<file path="config.mk">
export PLATFORM = sky130hd
export DESIGN_NAME = grava_instrucao
export DESIGN_NICKNAME = d
export VERILOG_FILES = /design/src/rtl/instrucao_pkg.sv /design/src/rtl/codifica_campos.sv /design/src/rtl/grava_instrucao.sv
export SDC_FILE = /design/constraint.sdc
export NUM_CORES = 1
export LEC_CHECK = 0
export ABC_AREA = 0
export BUFFER_PORTS_ARGS = -buffer_cell sky130_fd_sc_hd__clkbuf_2
export CAP_MARGIN = 20
export CORE_ASPECT_RATIO = 0.7
export CORE_MARGIN = 1
export CORE_UTILIZATION = 41
export DETAILED_ROUTE_END_ITERATION = 12
export PLACE_DENSITY = 0.76
export SLEW_MARGIN = 30
export SYNTH_ARGS = -nofsm -noshare
export SYNTH_HDL_FRONTEND = slang
export SYNTH_SLANG_ARGS = --single-unit
export TNS_END_PERCENT = 50
</file>
<file path="constraint.sdc">
create_clock -name clock -period 1.9 [get_ports clock]
set_input_delay 0.475 -clock clock [delete_from_list [all_inputs] [get_ports clock]]
set_output_delay 0.475 -clock clock [all_outputs]
set_load 0.01 [all_outputs]
</file>
<file path="src/rtl/instrucao_pkg.sv">
// -----------------------------------------------------------------------------
// instrucao_pkg
//   Shared definitions for the instruction-writer slice:
//     - formato_t : encoding of the 2-bit instruction-format selector
//     - estado_t  : states of the grava_instrucao controller
//     - bit positions of every MIPS field inside the 32-bit word
//     - campos_aceitos(): legality test for a field set, used only when the
//       optional FORMATO_CHECK_EN format check is compiled in.
// -----------------------------------------------------------------------------
package instrucao_pkg;

  typedef enum logic [1:0] {
    FMT_R   = 2'b00,
    FMT_I   = 2'b01,
    FMT_J   = 2'b10,
    FMT_INV = 2'b11
  } formato_t;

  typedef enum logic [1:0] {
    OCIOSO  = 2'b00,   // waiting for a field set
    ESCREVE = 2'b01,   // assembled word offered to program memory
    CHEIO   = 2'b10    // memory full, parked until reset
  } estado_t;

  // Field bit positions inside the 32-bit instruction word.
  localparam int OP_MSB   = 31;
  localparam int OP_LSB   = 26;
  localparam int RS_MSB   = 25;
  localparam int RS_LSB   = 21;
  localparam int RT_MSB   = 20;
  localparam int RT_LSB   = 16;
  localparam int RD_MSB   = 15;
  localparam int RD_LSB   = 11;
  localparam int SH_MSB   = 10;
  localparam int SH_LSB   = 6;
  localparam int FN_MSB   = 5;
  localparam int FN_LSB   = 0;
  localparam int IMM_MSB  = 15;
  localparam int IMM_LSB  = 0;
  localparam int ALVO_MSB = 25;
  localparam int ALVO_LSB = 0;

  // R-format instructions always carry the SPECIAL opcode.
  localparam logic [5:0] OP_SPECIAL = 6'd0;

  // A field set is legal unless the format is the reserved encoding, or it
  // claims R-format with an opcode other than SPECIAL.
  function automatic logic campos_aceitos(input logic [1:0] formato,
                                          input logic [5:0] op_code);
    campos_aceitos = 1'b1;
    if (formato == FMT_INV) begin
      campos_aceitos = 1'b0;
    end else if ((formato == FMT_R) && (op_code != OP_SPECIAL)) begin
      campos_aceitos = 1'b0;
    end
  endfunction

endpackage

</file>
<file path="src/rtl/codifica_campos.sv">
// -----------------------------------------------------------------------------
// codifica_campos
//   Purely combinational packer: MIPS fields + format selector -> 32-bit word.
//     R : {op, rs, rt, rd, shamt, funct}
//     I : {op, rs, rt, imm16}
//     J : {op, target26}
//   The reserved format encoding is packed like I-format; whether it is
//   accepted at all is decided by the caller.
//
// Ports
//   formato_i   [1:0]  format selector (formato_t encoding)
//   op_code_i   [5:0]  opcode
//   rs_i, rt_i, rd_i, shamt_i [4:0]  register / shift fields
//   funct_i     [5:0]  function code
//   endereco_i  [15:0] immediate / offset
//   alvo_i      [25:0] jump target
//   palavra_o   [31:0] packed instruction
// -----------------------------------------------------------------------------
module codifica_campos
  import instrucao_pkg::*;
(
  input  logic [1:0]  formato_i,
  input  logic [5:0]  op_code_i,
  input  logic [4:0]  rs_i,
  input  logic [4:0]  rt_i,
  input  logic [4:0]  rd_i,
  input  logic [4:0]  shamt_i,
  input  logic [5:0]  funct_i,
  input  logic [15:0] endereco_i,
  input  logic [25:0] alvo_i,
  output logic [31:0] palavra_o
);

  always_comb begin
    palavra_o = '0;
    palavra_o[OP_MSB:OP_LSB] = op_code_i;
    case (formato_i)
      FMT_R: begin
        palavra_o[RS_MSB:RS_LSB] = rs_i;
        palavra_o[RT_MSB:RT_LSB] = rt_i;
        palavra_o[RD_MSB:RD_LSB] = rd_i;
        palavra_o[SH_MSB:SH_LSB] = shamt_i;
        palavra_o[FN_MSB:FN_LSB] = funct_i;
      end
      FMT_J: begin
        palavra_o[ALVO_MSB:ALVO_LSB] = alvo_i;
      end
      default: begin
        // I-format, and the reserved encoding packed the same way.
        palavra_o[RS_MSB:RS_LSB]   = rs_i;
        palavra_o[RT_MSB:RT_LSB]   = rt_i;
        palavra_o[IMM_MSB:IMM_LSB] = endereco_i;
      end
    endcase
  end

endmodule

</file>
<file path="src/rtl/grava_instrucao.sv">
// -----------------------------------------------------------------------------
// grava_instrucao
//   Takes one set of MIPS instruction fields at a time, packs it into a 32-bit
//   word and writes it into program memory at consecutive word addresses,
//   starting at 0. After PROF words the block parks in CHEIO until reset.
//
// Handshakes (both sides): a transfer happens on a rising clock edge where
//   valid and ready are both 1. The producer keeps data stable while valid=1
//   and ready=0. Ready/valid outputs here are registered and never depend
//   combinationally on the partner's signal.
//     fields in : campo_valido / campo_pronto
//     word out  : instr_valido / instr_pronto
//
// Optional feature (macro FORMATO_CHECK_EN): reject the reserved format and
//   R-format with a non-zero opcode, pulsing erro for one cycle and writing
//   nothing. Without the macro every field set is written and erro is 0.
//
// Parameters
//   PROF  program-memory depth in words (power of two, 2..65536)
//   AW    word-address width, $clog2(PROF)
//
// Ports
//   clock, reset          clock (rising edge), synchronous active-high reset
//   campo_valido/pronto   field-set handshake
//   formato, Op_code, Register_rs/rt/rd, Shamt, Funct, Endereco, Alvo : fields
//   instr_valido/pronto   memory-write handshake
//   instrucao [31:0]      assembled word
//   instr_endereco [AW-1:0] word address of instrucao
//   cheio                 all PROF words written
//   erro                  one-cycle pulse on a rejected field set
//   total [AW:0]          number of words written
//   estado_dbg            current controller state, for observation
// -----------------------------------------------------------------------------
module grava_instrucao
  import instrucao_pkg::*;
#(
  parameter int PROF = 256,
  parameter int AW   = $clog2(PROF)
) (
  input  logic          clock,
  input  logic          reset,
  input  logic          campo_valido,
  output logic          campo_pronto,
  input  logic [1:0]    formato,
  input  logic [5:0]    Op_code,
  input  logic [4:0]    Register_rs,
  input  logic [4:0]    Register_rt,
  input  logic [4:0]    Register_rd,
  input  logic [4:0]    Shamt,
  input  logic [5:0]    Funct,
  input  logic [15:0]   Endereco,
  input  logic [25:0]   Alvo,
  output logic          instr_valido,
  input  logic          instr_pronto,
  output logic [31:0]   instrucao,
  output logic [AW-1:0] instr_endereco,
  output logic          cheio,
  output logic          erro,
  output logic [AW:0]   total,
  output estado_t       estado_dbg
);

  // Word count at which memory is full.
  localparam logic [AW:0] TOTAL_CHEIO = (AW+1)'(PROF);

  estado_t       estado_q;
  logic          campo_pronto_q;
  logic          instr_valido_q;
  logic [31:0]   instrucao_q;
  logic [AW-1:0] endereco_q;
  logic [AW:0]   total_q;
  logic          cheio_q;

  logic [31:0]   palavra;
  logic          aceita;     // presented field set is legal
  logic [AW:0]   total_inc;

  codifica_campos u_codifica (
    .formato_i  (formato),
    .op_code_i  (Op_code),
    .rs_i       (Register_rs),
    .rt_i       (Register_rt),
    .rd_i       (Register_rd),
    .shamt_i    (Shamt),
    .funct_i    (Funct),
    .endereco_i (Endereco),
    .alvo_i     (Alvo),
    .palavra_o  (palavra)
  );

`ifdef FORMATO_CHECK_EN
  logic erro_q;
  assign aceita = campos_aceitos(formato, Op_code);
`else
  assign aceita = 1'b1;
`endif

  assign total_inc = total_q + 1'b1;

  always_ff @(posedge clock) begin
    if (reset) begin
      // Reset wins over both handshakes: a pending word is simply dropped.
      estado_q       <= OCIOSO;
      campo_pronto_q <= 1'b1;
      instr_valido_q <= 1'b0;
      instrucao_q    <= '0;
      endereco_q     <= '0;
      total_q        <= '0;
      cheio_q        <= 1'b0;
`ifdef FORMATO_CHECK_EN
      erro_q         <= 1'b0;
`endif
    end else begin
`ifdef FORMATO_CHECK_EN
      erro_q <= 1'b0;
`endif
      case (estado_q)
        OCIOSO: begin
          // campo_pronto is 1 throughout OCIOSO, so valid alone completes
          // the field handshake here.
          if (campo_valido && aceita) begin
            instrucao_q    <= palavra;
            instr_valido_q <= 1'b1;
            campo_pronto_q <= 1'b0;
            estado_q       <= ESCREVE;
          end
`ifdef FORMATO_CHECK_EN
          if (campo_valido && !aceita) begin
            erro_q <= 1'b1;
          end
`endif
        end

        ESCREVE: begin
          if (instr_pronto) begin
            instr_valido_q <= 1'b0;
            // Address wraps to 0 naturally once PROF words are written.
            endereco_q     <= endereco_q + 1'b1;
            total_q        <= total_inc;
            if (total_inc == TOTAL_CHEIO) begin
              cheio_q  <= 1'b1;
              estado_q <= CHEIO;
            end else begin
              campo_pronto_q <= 1'b1;
              estado_q       <= OCIOSO;
            end
          end
        end

        CHEIO: begin
          // Parked: all outputs hold until reset.
        end

        default: begin
          // Unreachable encoding: fall back to idle without writing.
          estado_q       <= OCIOSO;
          campo_pronto_q <= 1'b1;
          instr_valido_q <= 1'b0;
        end
      endcase
    end
  end

  assign campo_pronto   = campo_pronto_q;
  assign instr_valido   = instr_valido_q;
  assign instrucao      = instrucao_q;
  assign instr_endereco = endereco_q;
  assign total          = total_q;
  assign cheio          = cheio_q;
  assign estado_dbg     = estado_q;
`ifdef FORMATO_CHECK_EN
  assign erro = erro_q;
`else
  assign erro = 1'b0;
`endif

endmodule

</file>
Word level (Yosys, flattened, before mapping)

Index checks and enable logic that the tools add are counted.

Add/sub/neg operators: 2
Equality and inequality tests: 7
Mux-type cells: 12
Bitwise operators: 1
Reductions and logical operators: 7

Operators by type and width:

| cell                                          | count |
|---|---|
| case mux 26 bit (2 select lines)              | 1 |
| adder 9 x 1 -> 9 bit, second input constant   | 1 |
| == test 9 bit, second input constant          | 1 |
| adder 8 x 1 -> 8 bit, second input constant   | 1 |
| two-way mux 2 bit                             | 3 |
| inequality test 2 bit, second input constant  | 3 |
| case mux 1 bit (3 select lines)               | 2 |
| case mux 2 bit (3 select lines)               | 1 |
| AND reduction 3 bit                           | 2 |
| two-way mux 1 bit                             | 5 |
| == test 2 bit, second input constant          | 2 |
| logical NOT 2 bit                             | 2 |
| AND reduction 2 bit                           | 2 |
| AND reduction 4 bit                           | 1 |
| == test 2 x 1 -> 1 bit, second input constant | 1 |
| inverter 1 bit                                | 1 |

Flip-flop bits (word level): 54
Input bits: 80

Logic depth before layout (Yosys ltp)

Gate-level depths: netlist (run 1).

Depth in word-level cells: 5
Gate-level depth with buffers: 6
Gate-level depth less buffers: 5

Hierarchy

A second synthesis (run 1) with hierarchy kept.

Cell total of the unflattened synthesis: 339
Area total of the unflattened synthesis: 2725.1 um2

By module, submodules not included:

| module          | instances | cells an instance | area an instance (um2) |
|---|---|---|---|
| grava_instrucao | 1         | 268               | 2167.1 |
| codifica_campos | 1         | 71                | 558.0 |

Worst setup path after synthesis (run 1)

No wires, ideal clock.

Path type: flip-flop to flip-flop
Start: register total_q[0], in the netlist total[0]
End: register campo_pronto_q, in the netlist campo_pronto
Arrival: 1.915 ns
Required time: 1.780 ns
Setup slack: -0.135 ns
Stages on the path, launching flop included: 7
Period minus slack after synthesis: 2.035 ns
Cells stage by stage: dfxtp_1 -> ha_1 -> clkbuf_2 -> or4_4 -> a2111oi_4 -> a31oi_1 -> a211o_1

Longest elaborated chain between the ends: 4

Ends and longest elaborated chain:

| element                         | line                   | text |
|---|---|---|
| from (decl)                     | grava_instrucao.sv:71  | `logic [AW:0] total_q;` |
| from (signal assigned)          | grava_instrucao.sv:139 | `total_q <= total_inc;` |
| adder 9 x 1 -> 9 bit            | grava_instrucao.sv:98  | `assign total_inc = total_q + 1'b1;` |
| == test 9 bit                   | grava_instrucao.sv:140 | `if (total_inc == TOTAL_CHEIO) begin` |
| inequality test 2 bit (no line) | -                      |  |
| AND reduction 4 bit (no line)   | -                      |  |
| to (signal assigned)            | grava_instrucao.sv:104 | `campo_pronto_q <= 1'b1;` |
| to (signal assigned)            | grava_instrucao.sv:144 | `campo_pronto_q <= 1'b1;` |
| to (signal assigned)            | grava_instrucao.sv:157 | `campo_pronto_q <= 1'b1;` |
| to (decl)                       | grava_instrucao.sv:67  | `logic campo_pronto_q;` |

Every way passes these cells.
A chain may end at the register's enable or synchronous reset.

Worst setup path in the final report (run 1)

Ends and elaborated chain as after synthesis.

==> impl_results.md, run 1 <==
- Fin. max-slew vios: 0
- CTS Buf Count: 5
- # fillers: 552
- Crit Path Class: reg -> reg
- Final Hold Vio Count: 0
- IO Pins: 135
- Vias: 2541
- Worst Path Arrival: 2040 ps
- Slowest-stage cell, CP: or4_4
- Post-synth cell types: 36
- Footprint of the multi-input gates: 0.00140 mm2
- Clk sinks: 53
- Dpl ws: 52.6 ps
- Leading area contributor after synthesis: dfxtp_1
- Clk Tree Root Cell: clkbuf_8
- Switching Fraction: 25.5%
- # Max-Cap Violations: 0
- First-pass GRT wire length: 9560 um
- FF+latch area: 0.00107 mm2
- Post-synth EDFFs: 0
- Measured slew at the worst slew-check pin: 598 ps
- Final worst slack: 56.4 ps
- Synth Cell Area: 0.00256 mm2
- Share of the synthesized area in the top cell type: 41.4%
- Largest net degree at the start of global routing: 33
- Post-synth top flop: dfxtp_1
- Clk Latency, worst-skew pair: 290 ps
- Post-Synthesis Cells: 313
- Initial antenna violation count: 0
- Cell row count: 23
- Initial core utilization: 43.7%
- Synth area leaders: dfxtp_1 (41%), mux2i_1 (10%), nand2_1 (10%), a21oi_1 (5.3%), nor2_1 (4.0%)
- WL final: 6170 um
- Crit start category: flop
- Worst slew margin: 60.1%
- CTS tree: yes
- Initial drt markers: 58
- PortBufs: 133
- Clock Power Share: 31.7%
- Synth warn: 0
- Critical path, cell by cell: ha_4 > or4_4 > a2111oi_4 > a31oi_1 > a211o_1
- Peak VDD IR: 358 uV
- Clk pin slew, worst setup/hold paths: 100 ps
- GRT Total Usage: 18.7%
- CP endpoint kind: flop
- FFs w/ async S/R, synth: 0%
- Pint: 0.00175 W
- Layout Skew: 7.60 ps
- Vias per cell: 4.94
- Antenna Violating Nets Remaining: 0
- Area of the die: 0.00658 mm2
- Overflow after GRT: 0
- Worst Hold Class: in -> reg
- Core footprint: 0.00587 mm2
- Fin crit period: 1840 ps
- FMAX: 0.542 GHz
- Outcome: finished, final reports clean
- Die width: 96.5 um
- DP HPWL: 4890 um
- ANT cells: 0
- # DRC: 0
- Comb pwr share: 17.0%
- Area delta synth->final: 34.0%
- Clock Tree Buf Depth: 2
- Net switching power: 0.000596 W
- Reg power frac: 51.3%
- Slowest cell delay on critical path: 490 ps
- Post-CTS Setup Bufs: 0
- Part of the cycle the worst path needs: 97.0%
- Sequential cell area fraction in the yosys report: 41.4%
- Final GP Congestion: 0.828
- Initial DRT Pass Iterations: 4
- Worst endpoint required time: 2100 ps
- Setup TNS: 0 ps
- Die Y: 68.2 um
- Routed len/inst: 12.0 um
- Fin nets: 521
- CTS Hold Bufs: 0
- Setup violations, final: 0
- Post-Syn Area per Cell: 8.19 um2
- Power Density: 682 mW/mm2
- Layout cells sized above 1: 35.5%
- Number of global-route vias before repair: 2236
- RSZ-0062 raised after global routing: false
- Number of synthesized register bits: 53
- Post-CTS Resized: 0
- Synthesized netlist net count: 396
- H-tree depth: 2
- LEAKAGE: 1.64 nW
- CP Max Fanout: 7
layer usage:
metal	track usage [%]	vias up	wire length (um)
li1	-	1316	-
met1	22.6	1135	2740
met2	32.6	84	2920
met3	5.11	6	442
met4	5.88	0	69
met5	0	-	0
cell families (layout without fill, tap and decap cells):
logic type / after synthesis / count (layout) / share of synthesized area, %
adders and majority gates: 3 / 3 / 1.46
buffers and inverters: 25 / 151 / 4.73
muxes: 26 / 26 / 10.1
xor gates and xnor gates: 16 / 16 / 5.46
and+or+nand+nor: 123 / 123 / 20.8
DFF: 53 / 53 / 41.4
other: 1 / 1 / 0.146
AOI/OAI and AO/OA: 66 / 66 / 15.9
placed cells by master (no fill, tap or decap), types with 2 or more instances in the layout:
master / instances
dfxtp_1: 51
nand4_1: 5
mux2i_1: 26
xor2_1: 11
clkbuf_2: 133
clkbuf_8: 5
nand2_1: 69
xnor2_1: 5
ha_1: 2
buf_12: 2
a21oi_1: 27
nand2b_1: 4
nor3_1: 2
nand3b_1: 2
o21ai_0: 18
buf_4: 7
nor2_1: 26
dfxtp_4: 2
and4_1: 2
a211oi_1: 13
nand3_1: 7
state kept, by name (all words and copies together), names as in the netlist:
| name | count |
|---|---|
| campo_pronto | 1 |
| cheio | 1 |
| estado_dbg | 2 |
| instr_endereco | 8 |
| instrucao | 32 |
| total | 9 |
power groups by stage:
stage | logic (W) | registers [W] | clock network (W)
floorplan | 0.000194 | 0.00125 | 0
global placement | 0.000395 | 0.00122 | 0
detailed placement | 0.000404 | 0.00123 | 0
CTS | 0.000405 | 0.00120 | 0.000769
global route | 0.000450 | 0.00121 | 0.000812
finish | 0.000399 | 0.00120 | 0.000742
path summary, 6_finish.rpt:
| path | from | end | slack, ps | depth (start not counted) |
|---|---|---|---|---|
| setup reg to reg | total[0]$_SDFFE_PP0P_ | campo_pronto$_SDFFE_PP1P_ | 60 | 5 |
| setup / recovery | total[0]$_SDFFE_PP0P_ | campo_pronto$_SDFFE_PP1P_ | 60 | 5 |
| hold / removal | Op_code[4] | instrucao[30]$_SDFFE_PP0P_ | 390 | 3 |
| hold reg to reg | cheio$_SDFFE_PP0P_ | cheio$_SDFFE_PP0P_ | 460 | 2 |
worst max-delay path, delay by kind of cell (launching register included):
| kind | cells | cell delay (ps) |
|---|---|---|
| AOI/OAI and AO/OA | 3 | 720 |
| and+or+nand+nor | 1 | 490 |
| DFF | 1 | 390 |
| adders and majority gates | 1 | 160 |
final cells by class:
class / count / area share, %
Timing Repair Buffer: 142 / 22.1
Tap cell: 75 / 2.73
Clock buffer: 5 / 2.00
Clock inverter: 3 / 1.20
Inverter: 1 / 0.109
Sequential cell: 53 / 31.1
Multi-Input combinational cell: 235 / 40.8
metrics by stage:
stage	area [um2]	total power [W]	hold WS, ps	util [%]	cells
final	3440	0.00234	385	58.5	514
after floorplan	2590	0.00144	470	-	313
after detailed placement	3330	0.00163	442	56.7	506
after global placement	3330	0.00162	441	56.7	506
after global routing	3440	0.00247	370	58.5	514
after CTS	3440	0.00238	376	58.5	514
synth_stat cells (2+ instances only):
| library cell | instances |
|---|---|
| mux2i_1 | 26 |
| a21oi_1 | 27 |
| nand3_1 | 7 |
| nand2_1 | 69 |
| a211oi_1 | 13 |
| buf_4 | 3 |
| dfxtp_1 | 53 |
| nand4_1 | 5 |
| nor3_1 | 2 |
| nand3b_1 | 2 |
| clkbuf_1 | 15 |
| nand2b_1 | 4 |
| o21ai_0 | 18 |
| nor2_1 | 27 |
| xnor2_1 | 5 |
| xor2_1 | 11 |
| buf_2 | 3 |
| ha_1 | 3 |
| and4_1 | 2 |
| clkbuf_2 | 2 |
(Power assumes the default switching activity.)
==> run 2: changes to the inputs <==
Settings changed: REMOVE_ABC_BUFFERS set to 1.
==> run 2 against run 1 <==
Effect of this change:
- routed wire length rose by 4.1%
- first-iteration DRC count rose by 10%
- largest cell class unchanged
- combinational power rose by 2%
- highest routed layer unchanged
- worst setup slack got worse by 2.7 ps
- die area did not move
- register-to-register slack barely moved
- clock skew rose by 1.7 ps
- via count rose by 1.0%
==> impl_results.md, run 2 (synthesized netlist as in run 1, its figures left out) <==
- CTS tree: yes
- Cell row count: 23 (unchanged)
- Hold slack final: 388 ps (+3.18 ps)
- Clk Tree Root Cell: clkbuf_8
- Clk Latency, worst-skew pair: 300 ps (about the same)
- Die Y: 68.2 um (unchanged)
- Worst slew margin: 61.0% (+0.89 points)
- Fin. max-slew vios: 0 (unchanged)
- Post-route design area: 0.00343 mm2 (-0.11%)
- FF+latch area: 0.00106 mm2 (-0.47%)
- Worst R2R Start: total[0]$_SDFFE_PP0P_
- Clk pin slew, worst setup/hold paths: 110 ps (about the same)
- CP endpoint kind: flop
- Min-delay src: Op_code[3]
- CTS Buf Count: 5 (unchanged)
- H-tree depth: 2 (unchanged)
- Clock Power Share: 29.1% (-2.6 points)
- Overflow after GRT: 0 (unchanged)
- Measured slew at the worst slew-check pin: 585 ps (-13.3 ps)
- Crit start category: flop
- ANT cells: 0 (unchanged)
- # Max-Cap Violations: 0 (unchanged)
- Comb pwr share: 17.9% (+0.9 points)
- Core footprint: 0.00587 mm2 (unchanged)
- Critical path origin: total[0]$_SDFFE_PP0P_
- Most common cell after layout, fill and taps aside: clkbuf_2
- DP HPWL: 4960 um (+1.6%)
- Die width: 96.5 um (unchanged)
- Fin util: 58.5% (-0.064 points)
- Layout cells sized above 1: 36.7% (+1.1 points)
- Setup violations, final: 0 (unchanged)
- Net switching power: 0.000635 W (+6.5%)
- GRT Total Usage: 19.7% (+1.0 points)
- Routed len/inst: 12.4 um (+3.5%)
- Power Density: 660 mW/mm2 (-3.2%)
- Initial antenna violation count: 0 (unchanged)
- CP top delay family: simple AND/OR/NAND/NOR gates
- WL final: 6430 um (+4.1%)
- Part of the cycle the worst path needs: 97.2% (+0.14 points)
- Final Hold Vio Count: 0 (unchanged)
- Layout Skew: 9.31 ps (+1.71 ps)
- Slowest cell delay on critical path: 430 ps (-60 ps)
- CTS Hold Bufs: 0 (unchanged)
- Number of global-route vias before repair: 2366 (+5.8%)
- RSZ-0062 raised after global routing: true
- Area delta synth->final: 33.9%
- Clock Tree Buf Depth: 2 (unchanged)
- Peak VDD IR: 389 uV (+8.8%)
- Initial DRT Pass Iterations: 4 (unchanged)
- Fin crit period: 1850 ps (+2.71 ps)
- Post-CTS Setup Bufs: 0 (unchanged)
- Commonest cells after routing, fill and taps aside: clkbuf_2 (133), nand2_1 (69), dfxtp_1 (51)
- Worst Hold Class: in -> reg
- Fin nets: 524 (+0.58%)
- Antenna Violating Nets Remaining: 0 (unchanged)
- Vias per cell: 4.97 (+0.44%)
- Buffers plus inverters on the worst setup path: 1 (+1)
- Final GP Congestion: 0.796 (-3.8%)
- Outcome: finished, final reports clean
- PortBufs: 133 (unchanged)
- Worst endpoint required time: 2140 ps (+40 ps)
- Slowest-stage cell, CP: or4_4
- # DRC: 0 (unchanged)
- Clk sinks: 53 (unchanged)
- CP Max Fanout: 2 (-5)
- Initial drt markers: 64 (+10%)
- Worst Path Arrival: 2080 ps (+40 ps)
- First-pass GRT wire length: 10200 um (+6.3%)
- IO Pins: 135 (unchanged)
- Footprint of the multi-input gates: 0.00140 mm2 (-0.45%)
- Initial core utilization: 43.7% (unchanged)
- Area after DPL: 0.00332 mm2 (about the same)
- # fillers: 568 (+2.9%)
- FMAX: 0.542 GHz (-0.15%)
- LEAKAGE: 1.66 nW (+0.79%)
- Pint: 0.00163 W (-6.7%)
- Max reg flops: 32 (unchanged)
- Reg power frac: 53.0% (+1.7 points)
- Critical path, cell by cell: ha_2 > or4_4 > a2111oi_4 > buf_4 > nand4_1 > a21oi_1
- Vias: 2567 (+1.0%)
- Largest net degree at the start of global routing: 43 (+30%)
- Switching Fraction: 28.0% (+2.6 points)
- Area of the die: 0.00658 mm2 (unchanged)
- Crit Path Class: reg -> reg
## run 2: cell count changes in the layout (fill, tap and decap cells not counted), moves of 2 or more
cell,previous run,this run
buf_4,7,10
dfxtp_4,2,0
dfxtp_2,0,2
clkinv_4,0,2
## run 2: final cells by class
type,count,share of cell area [%]
well taps,75,2.73
repair buffers,145,22.7
inverters,1,0.109
clock buffers,5,2.00
flip-flops and latches,53,31.0
clock inverters,3,0.765
multi-input cells,235,40.7
## run 2: layer usage
layer	up-vias	global-route usage (%)	part of all wire (%)
met2	79	33.5	44
met1	1164	25.0	48
li1	1322	-	-
met3	2	5.33	7.2
met4	0	4.78	0.36
met5	-	0	0
## run 2: what timing repair did
item | in CTS | in global routing
pin swaps | 1 | 2
endpoints found under the setup margin | 2 | 3
gates resized for setup | 0 | 5
## run 2: path summary, 6_finish.rpt
check / to / slack [ps] / cells after the start
setup / recovery: estado_dbg[1]$_SDFFE_PP0P_ / 50 / 6
hold / removal: instrucao[29]$_SDFFE_PP0P_ / 390 / 3
setup reg to reg: estado_dbg[1]$_SDFFE_PP0P_ / 50 / 6
hold reg to reg: instrucao[2]$_SDFFE_PP0P_ / 460 / 2
## run 2: worst min-delay path, cell delays in order
cell and delay (ps):
clkbuf_2 80, nand2_1 50, a21oi_1 50
## run 2: power by group through the flow
| stage | sequential, W | combinational (W) | clock, W |
|---|---|---|---|
| global placement | 0.00122 | 0.000398 | 0 |
| detailed placement | 0.00123 | 0.000408 | 0 |
| CTS | 0.00120 | 0.000409 | 0.000684 |
| floorplan | 0.00125 | 0.000154 | 0 |
| global route | 0.00121 | 0.000452 | 0.000723 |
| finish | 0.00120 | 0.000405 | 0.000659 |
## run 2: metrics by stage
step	power (W)	TNS, ps	instances	setup WS (ps)
floorplan	0.00141	-11550	289	-394
global placement	0.00162	0	509	60.0
detailed placement	0.00163	0	509	15.5
CTS	0.00229	0	517	43.6
global route	0.00239	-80.4	517	-61.1
finish	0.00226	0	517	53.7
==> run 3: changes to the inputs <==
Settings changed: CORE_UTILIZATION 41 to 45, GPL_TIMING_DRIVEN set to 0, PLACE_DENSITY 0.76 to 0.79.
Clock period 1.9 ns to 2.3 ns, I/O delays scaled along.
==> run 3 against run 2 <==
Effect of this change:
- sequential share of layout area rose by 1.0 points
- worst setup slack improved by 150 ps
- maximum frequency shrank 12%
- critical path depth is 1 lower
- clock power down 29%
- sequential cell count unchanged
- worst hold slack improved by 66 ps
- design area fell by 3.5%
- final cell count fell by 3.1%
- non-clock buffer count down 11
- first-iteration DRC count decreased by 13%
==> impl_results.md, run 3 (synthesized netlist as in run 1, its figures left out) <==
- Worst Path Arrival: 2280 ps (+200 ps)
- Post-CTS Setup Bufs: 0 (unchanged)
- Fin crit period: 2100 ps (+251 ps)
- Number of global-route vias before repair: 2288 (-3.3%)
- Initial core utilization: 47.8% (+4.1 points)
- Layout Skew: 6.03 ps (-3.28 ps)
- Die width: 92.2 um (-4.5%)
- Crit Path Class: reg -> reg
- Layout cells sized above 1: 33.6% (-3.1 points)
- Clk Latency, worst-skew pair: 290 ps (about the same)
- Largest net degree at the start of global routing: 54 (+26%)
- Setup violations, final: 0 (unchanged)
- Most common cell after layout, fill and taps aside: clkbuf_2
- Overflow after GRT: 0 (unchanged)
- IO Pins: 135 (unchanged)
- Cell row count: 22 (-4.3%)
- Commonest cells after routing, fill and taps aside: clkbuf_2 (132), nand2_1 (69), dfxtp_1 (53)
- Dpl cells: 495 (-2.8%)
- Final GP Congestion: 0.770 (-3.3%)
- CP top delay family: compound AO/OA/AOI/OAI gates
- WL final: 5950 um (-7.3%)
- Total power draw: 0.00178 W (-21%)
- Slowest cell delay on critical path: 460 ps (+30 ps)
- Clk sinks: 53 (unchanged)
- Routed len/inst: 11.9 um (-4.4%)
- Measured slew at the worst slew-check pin: 768 ps (+183 ps)
- Critical path, cell by cell: ha_1 > or4_4 > a2111oi_4 > a31oi_1 > a211o_1
- # Max-Cap Violations: 0 (unchanged)
- FMAX: 0.477 GHz (-12%)
- CTS tree: yes
- Vias per cell: 5.03 (+1.2%)
- Area after DPL: 0.00324 mm2 (-2.5%)
- Clk Tree Root Cell: clkbuf_8
- CTS Hold Bufs: 0 (unchanged)
- Fin nets: 513 (-2.1%)
- Worst endpoint required time: 2480 ps (+340 ps)
- # DRC: 0 (unchanged)
- Antenna Violating Nets Remaining: 0 (unchanged)
- Peak VDD IR: 405 uV (+4.1%)
- Initial antenna violation count: 0 (unchanged)
- Non-Filler Instances: 501 (-3.1%)
- RSZ-0062 raised after global routing: false
- H-tree depth: 2 (unchanged)
- PortBufs: 133 (unchanged)
- Outcome: finished, final reports clean
- Final Hold Vio Count: 0 (unchanged)
- Vias: 2518 (-1.9%)
- Part of the cycle the worst path needs: 91.2% (-6.0 points)
- Max reg flops: 32 (unchanged)
- CP endpoint kind: flop
- Buffers plus inverters on the worst setup path: 0 (-1)
- Crit start category: flop
- ANT cells: 0 (unchanged)
- Power Density: 538 mW/mm2 (-18%)
- Post-CTS Resized: 0 (unchanged)
- Post-route design area: 0.00331 mm2 (-3.5%)
- Fin. max-slew vios: 0 (unchanged)
- GRT Total Usage: 20.5% (+0.76 points)
- Worst Hold Class: reg -> reg
- DP HPWL: 4560 um (-8.0%)
- Slowest-stage cell, CP: or4_4
- CP Max Fanout: 8 (+6)
- First-pass GRT wire length: 10000 um (-1.4%)
- # fillers: 504 (-11%)
- CTS Buf Count: 5 (unchanged)
- Clk pin slew, worst setup/hold paths: 90 ps (-20 ps)
- Initial DRT Pass Iterations: 4 (unchanged)
- Worst slew margin: 48.8% (-12 points)
- Clock Tree Buf Depth: 2 (unchanged)
- Die Y: 65.2 um (-4.4%)
- LEAKAGE: 1.59 nW (-3.8%)
- Initial drt markers: 56 (-13%)
- Core footprint: 0.00537 mm2 (-8.6%)
- Area of the die: 0.00601 mm2 (-8.7%)
- Area delta synth->final: 29.2%
## run 3: per-stage QoR
step	util [%]	hold slack (ps)	TNS [ps]	worst slack [ps]
floorplan	-	463	-234	-23.4
global placement	59.7	435	-26810	-866
detailed placement	60.4	445	0	189
CTS	61.7	459	0	204
global route	61.7	483	0	124
finish	61.7	455	0	203
## run 3: where the power goes
part,internal (W),switching (W)
Sequential,0.000964,0.0000297
Clock,0.000201,0.000265
Combinational,0.000152,0.000171
## run 3: worst reg2reg max path, delay by kind of cell, from the launching register on
kind / cells / cell delay [ps]
compound gates: 3 / 840
fa+ha+maj: 1 / 320
simple gates: 1 / 460
flops: 1 / 380
## run 3: final cells by class
class                           instances  area (um2)  area share, %
Tap cell                               72        90.1           2.72
Inverter                                1        3.75          0.113
Clock inverter                          1        5.00          0.151
Timing Repair Buffer                  134         696           21.0
Clock buffer                            5        68.8           2.08
Sequential cell                        53        1060           32.0
Multi-Input combinational cell        235        1390           41.9
## run 3: path summary, 6_finish.rpt
path              slack, ps                   from                         to  cells past startpoint
hold reg to reg         450     cheio$_SDFFE_PP0P_         cheio$_SDFFE_PP0P_                      2
hold / removal          450     cheio$_SDFFE_PP0P_         cheio$_SDFFE_PP0P_                      2
setup / recovery        200  total[0]$_SDFFE_PP0P_  campo_pronto$_SDFFE_PP1P_                      5
setup reg to reg        200  total[0]$_SDFFE_PP0P_  campo_pronto$_SDFFE_PP1P_                      5
## run 3: per-layer routing
layer | global-route usage, % | routed length, um
met1 | 25.1 | 2770
met2 | 36.4 | 2760
met3 | 5.32 | 380
met4 | 4.49 | 42
met5 | 0 | 0
